File: src/rtl/fifo_wr_arbiter.sv
// rtl/fifo_wr_arbiter.sv - round-robin burst arbiter for a shared async FIFO write port
//
// Purpose:
//   Shares one FIFO write port (winc/wdata/wfull) among NREQ requesters.
//   The owner is picked round robin and holds the port for up to BURST beats.
//   Requesters are back-pressured while wfull is high.
//   Every release passes through one IDLE cycle before the next owner is granted.
//
// Optional feature macro: FIFO_ARB_STATS_EN
//   When defined, this macro adds the stat_beats and stat_stalls counters.
//
// Ports:
//   wclk        write-domain clock
//   wrst_n      asynchronous active-low reset
//   req_valid   per-requester beat pending
//   req_data    per-requester data, requester i at [i*DSIZE +: DSIZE]
//   req_last    per-requester last-beat-of-packet flag
//   req_ready   per-requester accept; a beat transfers when valid & ready
//   wfull       FIFO full flag (wclk domain)
//   winc        FIFO write enable
//   wdata       FIFO write data
//   grant_id    current or most recent owner index
//   busy        high while a grant is active
//   stat_beats  total accepted beats, wraps at 16 bits (stats build only)
//   stat_stalls grant cycles stalled by wfull, wraps at 16 bits (stats build only)

module fifo_wr_arbiter #(
    parameter int DSIZE = 8,
    parameter int NREQ  = 4,
    parameter int IDXW  = 2,
    parameter int BURST = 4
) (
    input  logic                  wclk,
    input  logic                  wrst_n,
    input  logic [NREQ-1:0]       req_valid,
    input  logic [NREQ*DSIZE-1:0] req_data,
    input  logic [NREQ-1:0]       req_last,
    output logic [NREQ-1:0]       req_ready,
    input  logic                  wfull,
    output logic                  winc,
    output logic [DSIZE-1:0]      wdata,
    output logic [IDXW-1:0]       grant_id,
    output logic                  busy
`ifdef FIFO_ARB_STATS_EN
    ,
    output logic [15:0]           stat_beats,
    output logic [15:0]           stat_stalls
`endif
);

    localparam int CNTW = $clog2(BURST + 1);

    typedef enum logic {
        IDLE,
        GRANT
    } state_t;

    state_t           state;
    logic [IDXW-1:0]  owner;
    logic [CNTW-1:0]  beat_cnt;

    logic             owner_valid;
    logic             owner_last;
    logic [IDXW-1:0]  next_owner;
    logic             any_valid;
    logic [IDXW:0]    cand;

    assign owner_valid = req_valid[owner];
    assign owner_last  = req_last[owner];
    assign busy        = (state == GRANT);

    // Round-robin pick: scan offsets NREQ down to 1 so the smallest offset
    // from the previous owner is the last match and therefore wins.
    // cand has one spare bit so owner+offset never overflows before the wrap.
    always_comb begin
        next_owner = owner;
        any_valid  = 1'b0;
        cand       = '0;
        for (int i = NREQ; i >= 1; i--) begin
            cand = {1'b0, owner} + (IDXW+1)'(i);
            if (cand >= (IDXW+1)'(NREQ)) begin
                cand = cand - (IDXW+1)'(NREQ);
            end
            if (req_valid[cand[IDXW-1:0]]) begin
                next_owner = cand[IDXW-1:0];
                any_valid  = 1'b1;
            end
        end
    end

    // The write strobe is combinational so the FIFO captures the beat on the
    // same edge that the requester sees valid & ready. It is also blocked
    // immediately when wfull rises.
    always_comb begin
        req_ready = '0;
        winc      = 1'b0;
        if (state == GRANT) begin
            req_ready[owner] = ~wfull;
            winc             = owner_valid & ~wfull;
        end
    end

    assign wdata = req_data[owner*DSIZE +: DSIZE];

    always_ff @(posedge wclk or negedge wrst_n) begin
        if (!wrst_n) begin
            state    <= IDLE;
            owner    <= IDXW'(NREQ - 1);
            beat_cnt <= '0;
            grant_id <= '0;
        end else begin
            case (state)
                IDLE: begin
                    beat_cnt <= '0;
                    if (any_valid) begin
                        owner    <= next_owner;
                        grant_id <= next_owner;
                        state    <= GRANT;
                    end
                end
                GRANT: begin
                    if (winc) begin
                        beat_cnt <= beat_cnt + 1'b1;
                        if (owner_last || (beat_cnt == CNTW'(BURST - 1))) begin
                            state <= IDLE;
                        end
                    end else if (!owner_valid) begin
                        // The owner went quiet, even if it is stalled on wfull.
                        state <= IDLE;
                    end
                end
            endcase
        end
    end

`ifdef FIFO_ARB_STATS_EN
    always_ff @(posedge wclk or negedge wrst_n) begin
        if (!wrst_n) begin
            stat_beats  <= '0;
            stat_stalls <= '0;
        end else begin
            if (winc) begin
                stat_beats <= stat_beats + 16'd1;
            end
            if ((state == GRANT) && owner_valid && wfull) begin
                stat_stalls <= stat_stalls + 16'd1;
            end
        end
    end
`endif

endmodule

File: config.mk
export PLATFORM = sky130hd
export DESIGN_NAME = fifo_wr_arbiter
export DESIGN_NICKNAME = d
export VERILOG_FILES = /design/src/rtl/fifo_wr_arbiter.sv
export SDC_FILE = /design/constraint.sdc
export NUM_CORES = 1
export LEC_CHECK = 0
export BUFFER_PORTS_ARGS = -buffer_cell sky130_fd_sc_hd__buf_2
export CORE_ASPECT_RATIO = 2
export CORE_MARGIN = 1
export CORE_UTILIZATION = 30
export DETAILED_ROUTE_END_ITERATION = 12
export HOLD_SLACK_MARGIN = 0.03
export SETUP_SLACK_MARGIN = 0.1
export SYNTH_ARGS = -nofsm -noshare
export SYNTH_HDL_FRONTEND = slang
export SYNTH_SLANG_ARGS = --single-unit
File: constraint.sdc
create_clock -name wclk -period 3 [get_ports wclk]
set_clock_uncertainty 0.05 [all_clocks]
set_input_delay 0.15 -clock wclk [delete_from_list [all_inputs] [get_ports wclk]]
set_output_delay 0.15 -clock wclk [all_outputs]
set_load 0.05 [all_outputs]
==> results of run 1 <==
## power breakdown
group / switching, mW / internal, mW / leakage (nW)
Clock: 0.0424 / 0.0869 / 0.0216
Sequential: 0.0450 / 0.167 / 0.0966
Combinational: 0.683 / 0.365 / 0.521
## logic make-up after synthesis
family	synth area share
AO/OA/AOI/OAI	0.2123
XOR/XNOR	0.009591
adder cells (fa/ha/maj)	0.08219
buffers and inverters	0.07122
flip-flops	0.2219
multiplexers	0.2630
AND/OR/NAND/NOR	0.1397
## cell type report
class / count / area [um^2]
clock buffer: 3 / 41.29
tap: 30 / 37.54
sequential: 8 / 202.7
inverter: 4 / 15.01
multi-input combinational: 67 / 645.6
timing repair buffer: 61 / 315.3
fill: 293 / 1650
## final timing paths
path                               end        start
setup / recovery                  winc     owner[1]
hold / removal                    busy        wfull
setup reg to reg           grant_id[1]     owner[0]
hold reg to reg            grant_id[0]  grant_id[0]
max in group asynchronous     owner[0]       wrst_n
min in group asynchronous         busy       wrst_n
## placed cells by master (no fill, tap or decap), drive strengths merged
| cell | instances |
|---|---|
| a2111oi | 3 |
| a211oi | 3 |
| a21o | 3 |
| a21oi | 2 |
| a221o | 1 |
| a22oi | 1 |
| and2 | 6 |
| buf | 60 |
| clkbuf | 3 |
| dfrtp | 6 |
| dfstp | 2 |
| dlygate4sd3 | 1 |
| ha | 6 |
| inv | 4 |
| mux2i | 6 |
| mux4 | 8 |
| nand2 | 4 |
| nand2b | 2 |
| nor2 | 5 |
| nor2b | 6 |
| o211a | 1 |
| o21ai | 2 |
| o221ai | 1 |
| o22ai | 1 |
| o311ai | 1 |
| o31ai | 1 |
| o32ai | 1 |
| o41ai | 1 |
| or2 | 1 |
| xor2 | 1 |
## layer usage
layer | global-route usage | share of wire | up-vias
met5 | 0 | 0 | -
met4 | 0.1000 | 0.025 | 0
met3 | 0.01114 | 0.10 | 8
met2 | 0.3031 | 0.56 | 54
met1 | 0.1194 | 0.31 | 429
li1 | - | - | 440
## stage by stage
step | hold WS (ns) | instance area [um^2]
global route | 0.2455 | 1257
floorplan | -0.1956 | 913.4
detailed placement | -0.05054 | 1206
global placement | -0.05655 | 1206
CTS | 0.2233 | 1257
finish | 0.2178 | 1257
## registers in the layout, summed over array words and instances (netlist names)
register,count
grant_id,2
owner,2
busy,1
beat_cnt,3
## worst max-delay path: stages, from the launching register on
cell and delay (ns):
dfstp_2 0.53, buf_4 0.26, mux2i_1 0.30, mux2i_1 0.13
and2_1 0.17, buf_2 0.20
==> results.toml, run 1 <==
[global_route]
grtUsageTotal = 0.1546
grt_pass1_wl_um = 3588
grt_pass1_vias = 945
grt_max_degree = 22
antenna_found_initial = 0
grt.overflow.total = 0

[sta]
period_minus_slack_ns = 2.027
finalCritPeriodShare = 0.6755
finalSetupViolCount = 0
setup_tns_ns = 0
worst_slew_pin_slew_ns = 0.4185
setup_slack_ns = 0.9735
rsz0062_at_grt = "no"
finalHoldViolations = 0
fmax_mhz = 493.5
finalMaxSlewViolations = 0
max_slew_margin = 0.7173

[synthesis]
synthTopCellsByArea = "mux4_2, dfrtp_1, ha_1, mux2i_1, dfstp_2"
synth_seq_area_share = 0.2219
syn_area_um2 = 913.4
yosysMostFrequentCell = "mux4_2"
synth_edf_count = 0
yosys.area.top_type = "mux4_2"
syn-instance-count = 85
synth-warning-count = 0
async_flop_share = 1.000
avgSynthCellArea_um2 = 10.75
ys_ff_latch = 8
synth_top_area_share = 0.1973
synth_fp_nets = 134
ys_types = 34
synth_top_flop_cell = "dfrtp_1"

[power]
peakVddDrop_v = 0.0006501
finalPower_mw = 1.389
powerDensity_nw_per_um2 = 1105
power_leakage_nw = 0.6393

[cts]
cts_root_buffer = "clkbuf_8"
cts_tree = "yes"
clk_pin_slew_worst_paths_ns = 0.04
cts.repair.resized = 0
cts_max_level = 1
clk_path_buf_depth = 2
numCtsBuffers = 3
clk_latency_ns = 0.23
clock_sinks = 8
postCtsSetupRepairBufs = 0
hold_buffers = 1

[routing]
finalWirelength_um = 2410
via_count = 931
dr.pass1.iters = 3
viasPerCell = 5.382
drc = 0
drtAntennaViolNets = 0
avgRoutedWirePerCell_um = 13.93
drtIter0Drc = 7

[min_path]
hold_depth = 3
hp-class = "in2reg"

[layout]
post-route-util = 0.4324
areaGrowthSynthToFinish_pct = 37.67
fin_nets = 194
drive_above_1_share = 0.5455
instances_no_fill = 173
n_antenna_cell = 0

[critical_path]
endpoint_kind = "output pin"
cp_max_fo = 21
path_class = "reg2out"
ff2ff_setup_slack_ns = 1.02
critPathArrivalTime_ns = 1.83
critPathLaunchType = "flop"
cp.required_ns = 2.80
reg2regPathDepth = 6

[die]
rows = 28
fp.coreArea_um2 = 2908
die_y_um = 80.03
fp.dieW_um = 41.02
die_area_um2 = 3282
io_pins = 59
initial_core_util = 0.3141

[status]
status = "completed"

[place]
dp_cells = 169
pre_cts_ws_ns = 1.006
dp_hpwl_um = 1998
gp_congestion = 0.7739
port_buffers = 58

[job]
cap_viol_max_count = 0
Note: power is estimated with default switching activity, not from simulation.
==> run 2, diff against run 1 <==
--- a/config.mk
+++ b/config.mk
@@ -5,6 +5,7 @@
 export SDC_FILE = /design/constraint.sdc
 export NUM_CORES = 1
 export LEC_CHECK = 0
+export ABC_AREA = 1
 export BUFFER_PORTS_ARGS = -buffer_cell sky130_fd_sc_hd__buf_2
 export CORE_ASPECT_RATIO = 2
 export CORE_MARGIN = 1
==> constraint.sdc (replaced) <==
create_clock -name wclk -period 1.73 [get_ports wclk]
set_clock_uncertainty 0.05 [all_clocks]
set_input_delay 0.0865 -clock wclk [delete_from_list [all_inputs] [get_ports wclk]]
set_output_delay 0.0865 -clock wclk [all_outputs]
set_load 0.05 [all_outputs]
==> results.toml, run 2 <==
[global_route]
use_met3 = 0.01429
antenna_found_initial = 0
use_met2 = 0.4033
grt_pass1_vias = 1302
top_usage_layer = "met2"
grt_max_degree = 16
grtUsageTotal = 0.2023
grt_pass1_wl_um = 4643
gr-usage-met1 = 0.1784
grt.overflow.total = 0

[sta]
rsz0062_at_grt = "yes"
finalMaxSlewViolations = 0
setup_slack_ns = 0.03012
fmax_mhz = 588.3
worst_slew_pin_slew_ns = 0.3309
finalSetupViolCount = 0
period_minus_slack_ns = 1.700
finalHoldViolations = 0
finalCritPeriodShare = 0.9826
max_slew_margin = 0.7789

[critical_path]
endpoint = "grant_id[1]"
critical_path.startpoint = "owner[0]"
cp.depth = 11
r2r_end = "grant_id[1]"
regToRegStartpoint = "owner[0]"
critPathLaunchType = "flop"
cpMostUsedCell = "nand2_2"
endpoint_kind = "flop"
ff2ff_setup_slack_ns = 0.03
path_class = "reg2reg"
cpPeakStageDelay_ns = 0.59
critPathArrivalTime_ns = 1.77
crit_buf_inv = 3
cp.required_ns = 1.80
reg2regPathDepth = 11
cp_max_fo = 13
slowest_stage = "dfstp_2"
path_delay_family = "simple AND/OR/NAND/NOR gates"
path_cells = "buf_6 -> buf_16 -> nand2_2 -> nand3_1 -> nand2_2 -> nor2_2 -> nand2_2 -> nand2_4 -> inv_2 -> nand2_2 -> nand2_1"

[die]
die_area_um2 = 3083
die_y_um = 77.54
rows = 27
initial_core_util = 0.3128
fp.coreArea_um2 = 2736
fp.dieW_um = 39.77
io_pins = 59

[layout]
final_common_cell = "buf_2"
fin_nets = 263
n_antenna_cell = 0
largest_reg_flops = 3
areaGrowthSynthToFinish_pct = 84.80
largest_register = "beat_cnt"
top_regs = "beat_cnt (3), grant_id (2), owner (2)"
stdcell_area_um2 = 1582
fillers = 259
instances_no_fill = 242
final_cell_mix = "buf_2, nand2_1, inv_1"
post-route-util = 0.5780
drive_above_1_share = 0.5587

[cts]
numCtsBuffers = 3
clk_path_buf_depth = 2
cts_max_level = 1
clock_sinks = 8
clk_pin_slew_worst_paths_ns = 0.04
clk_latency_ns = 0.23
cts_root_buffer = "clkbuf_8"
cts_tree = "yes"

[routing]
finalWirelength_um = 3041
via_count = 1228
drc = 0
avgRoutedWirePerCell_um = 12.57
drtAntennaViolNets = 0
viasPerCell = 5.074
dr.pass1.iters = 4
drtIter0Drc = 22

[power]
finalPower_mw = 3.608
power_leakage_nw = 0.8301
peakVddDrop_v = 0.001591
powerDensity_nw_per_um2 = 2281

[synthesis]
synth_edf_count = 0
synth_fp_nets = 193
syn-instance-count = 144
synth_top_flop_cell = "dfrtp_1"
async_flop_share = 1.000
yosys.area.top_type = "dfrtp_1"
yosysMostFrequentCell = "nand2_1"
synth-warning-count = 0
syn_area_um2 = 855.8
synthTopCellsByArea = "dfrtp_1, nand2_1, o21ai_0, nor2_1, ha_1"
synth_top_area_share = 0.1754
ys_ff_latch = 8
avgSynthCellArea_um2 = 5.943
ys_types = 16
synth_seq_area_share = 0.2368
ys_top_cells_by_count = "nand2_1, nor2_1, o21ai_0, inv_1, nand3_1"

[place]
post_dp_cell_area_um2 = 1296
port_buffers = 58
dp_cells = 230
gp_congestion = 0.8409
pre_cts_ws_ns = 0.003143
dp_hpwl_um = 2247

[job]
cap_viol_max_count = 0

[status]
status = "completed"

[min_path]
hp-class = "in2reg"
[run 2: where the power goes]
| part | internal (mW) | switching [mW] |
|---|---|---|
| Combinational | 1.11 | 1.90 |
| Sequential | 0.291 | 0.0629 |
| Clock | 0.160 | 0.0769 |
[run 2: through the flow]
step,hold slack [ns],TNS [ns]
2_1_floorplan,-0.2591,-0.5829
3_3_place_gp,-0.1184,0
3_5_place_dp,-0.1141,0
4_1_cts,0.1435,0
5_1_grt,0.1739,-0.2336
6_report,0.1471,0
[run 2: kinds of logic after synthesis]
family                     Yosys count  synth area share
and+or+nand+nor                     72            0.3465
buffers and inverters               26            0.1213
muxes                                1           0.01170
AOI/OAI and AO/OA                   31            0.1959
adders and majority gates            6           0.08772
DFF                                  8            0.2368
[run 2: repair_timing]
action,CTS,global route
pin swaps,10,3
setup endpoints to repair,17,20
resized for setup,31,28
buffers inserted,4,2
gates cloned,1,0
endpoints found under the hold margin,8,0
hold buffers,1,0
[run 2: worst min path at each step]
stage	end	startpoint	slack, ns	cells after the start
after global placement	grant_id[1]	wrst_n	-0.12	1
after CTS	beat_cnt[2]	wfull	0.14	3
after floorplan	beat_cnt[0]	wrst_n	-0.26	0
final	beat_cnt[2]	wfull	0.15	3
after global routing	beat_cnt[2]	wfull	0.17	3
after detailed placement	grant_id[1]	wrst_n	-0.11	1
[run 2: layout make-up]
| class | instances | area [um^2] | area share |
|---|---|---|---|
| Multi-Input combinational cell | 110 | 725.7 | 0.4589 |
| Timing Repair Buffer | 71 | 494.2 | 0.3125 |
| Sequential cell | 8 | 202.7 | 0.1282 |
| Inverter | 20 | 77.57 | 0.04905 |
| Clock buffer | 4 | 45.04 | 0.02848 |
| Tap cell | 29 | 36.28 | 0.02294 |
[run 2: per-layer routing]
| metal | share of wire | vias up |
|---|---|---|
| met2 | 0.57 | 53 |
| li1 | - | 607 |
| met3 | 0.049 | 2 |
| met4 | 0.0072 | 0 |
| met1 | 0.37 | 566 |
| met5 | 0 | - |
[run 2: tightest hold or removal path: cells and delay by family]
family          cells  cell delay (ns)
compound gates      2             0.20
buf+inv             1             0.09
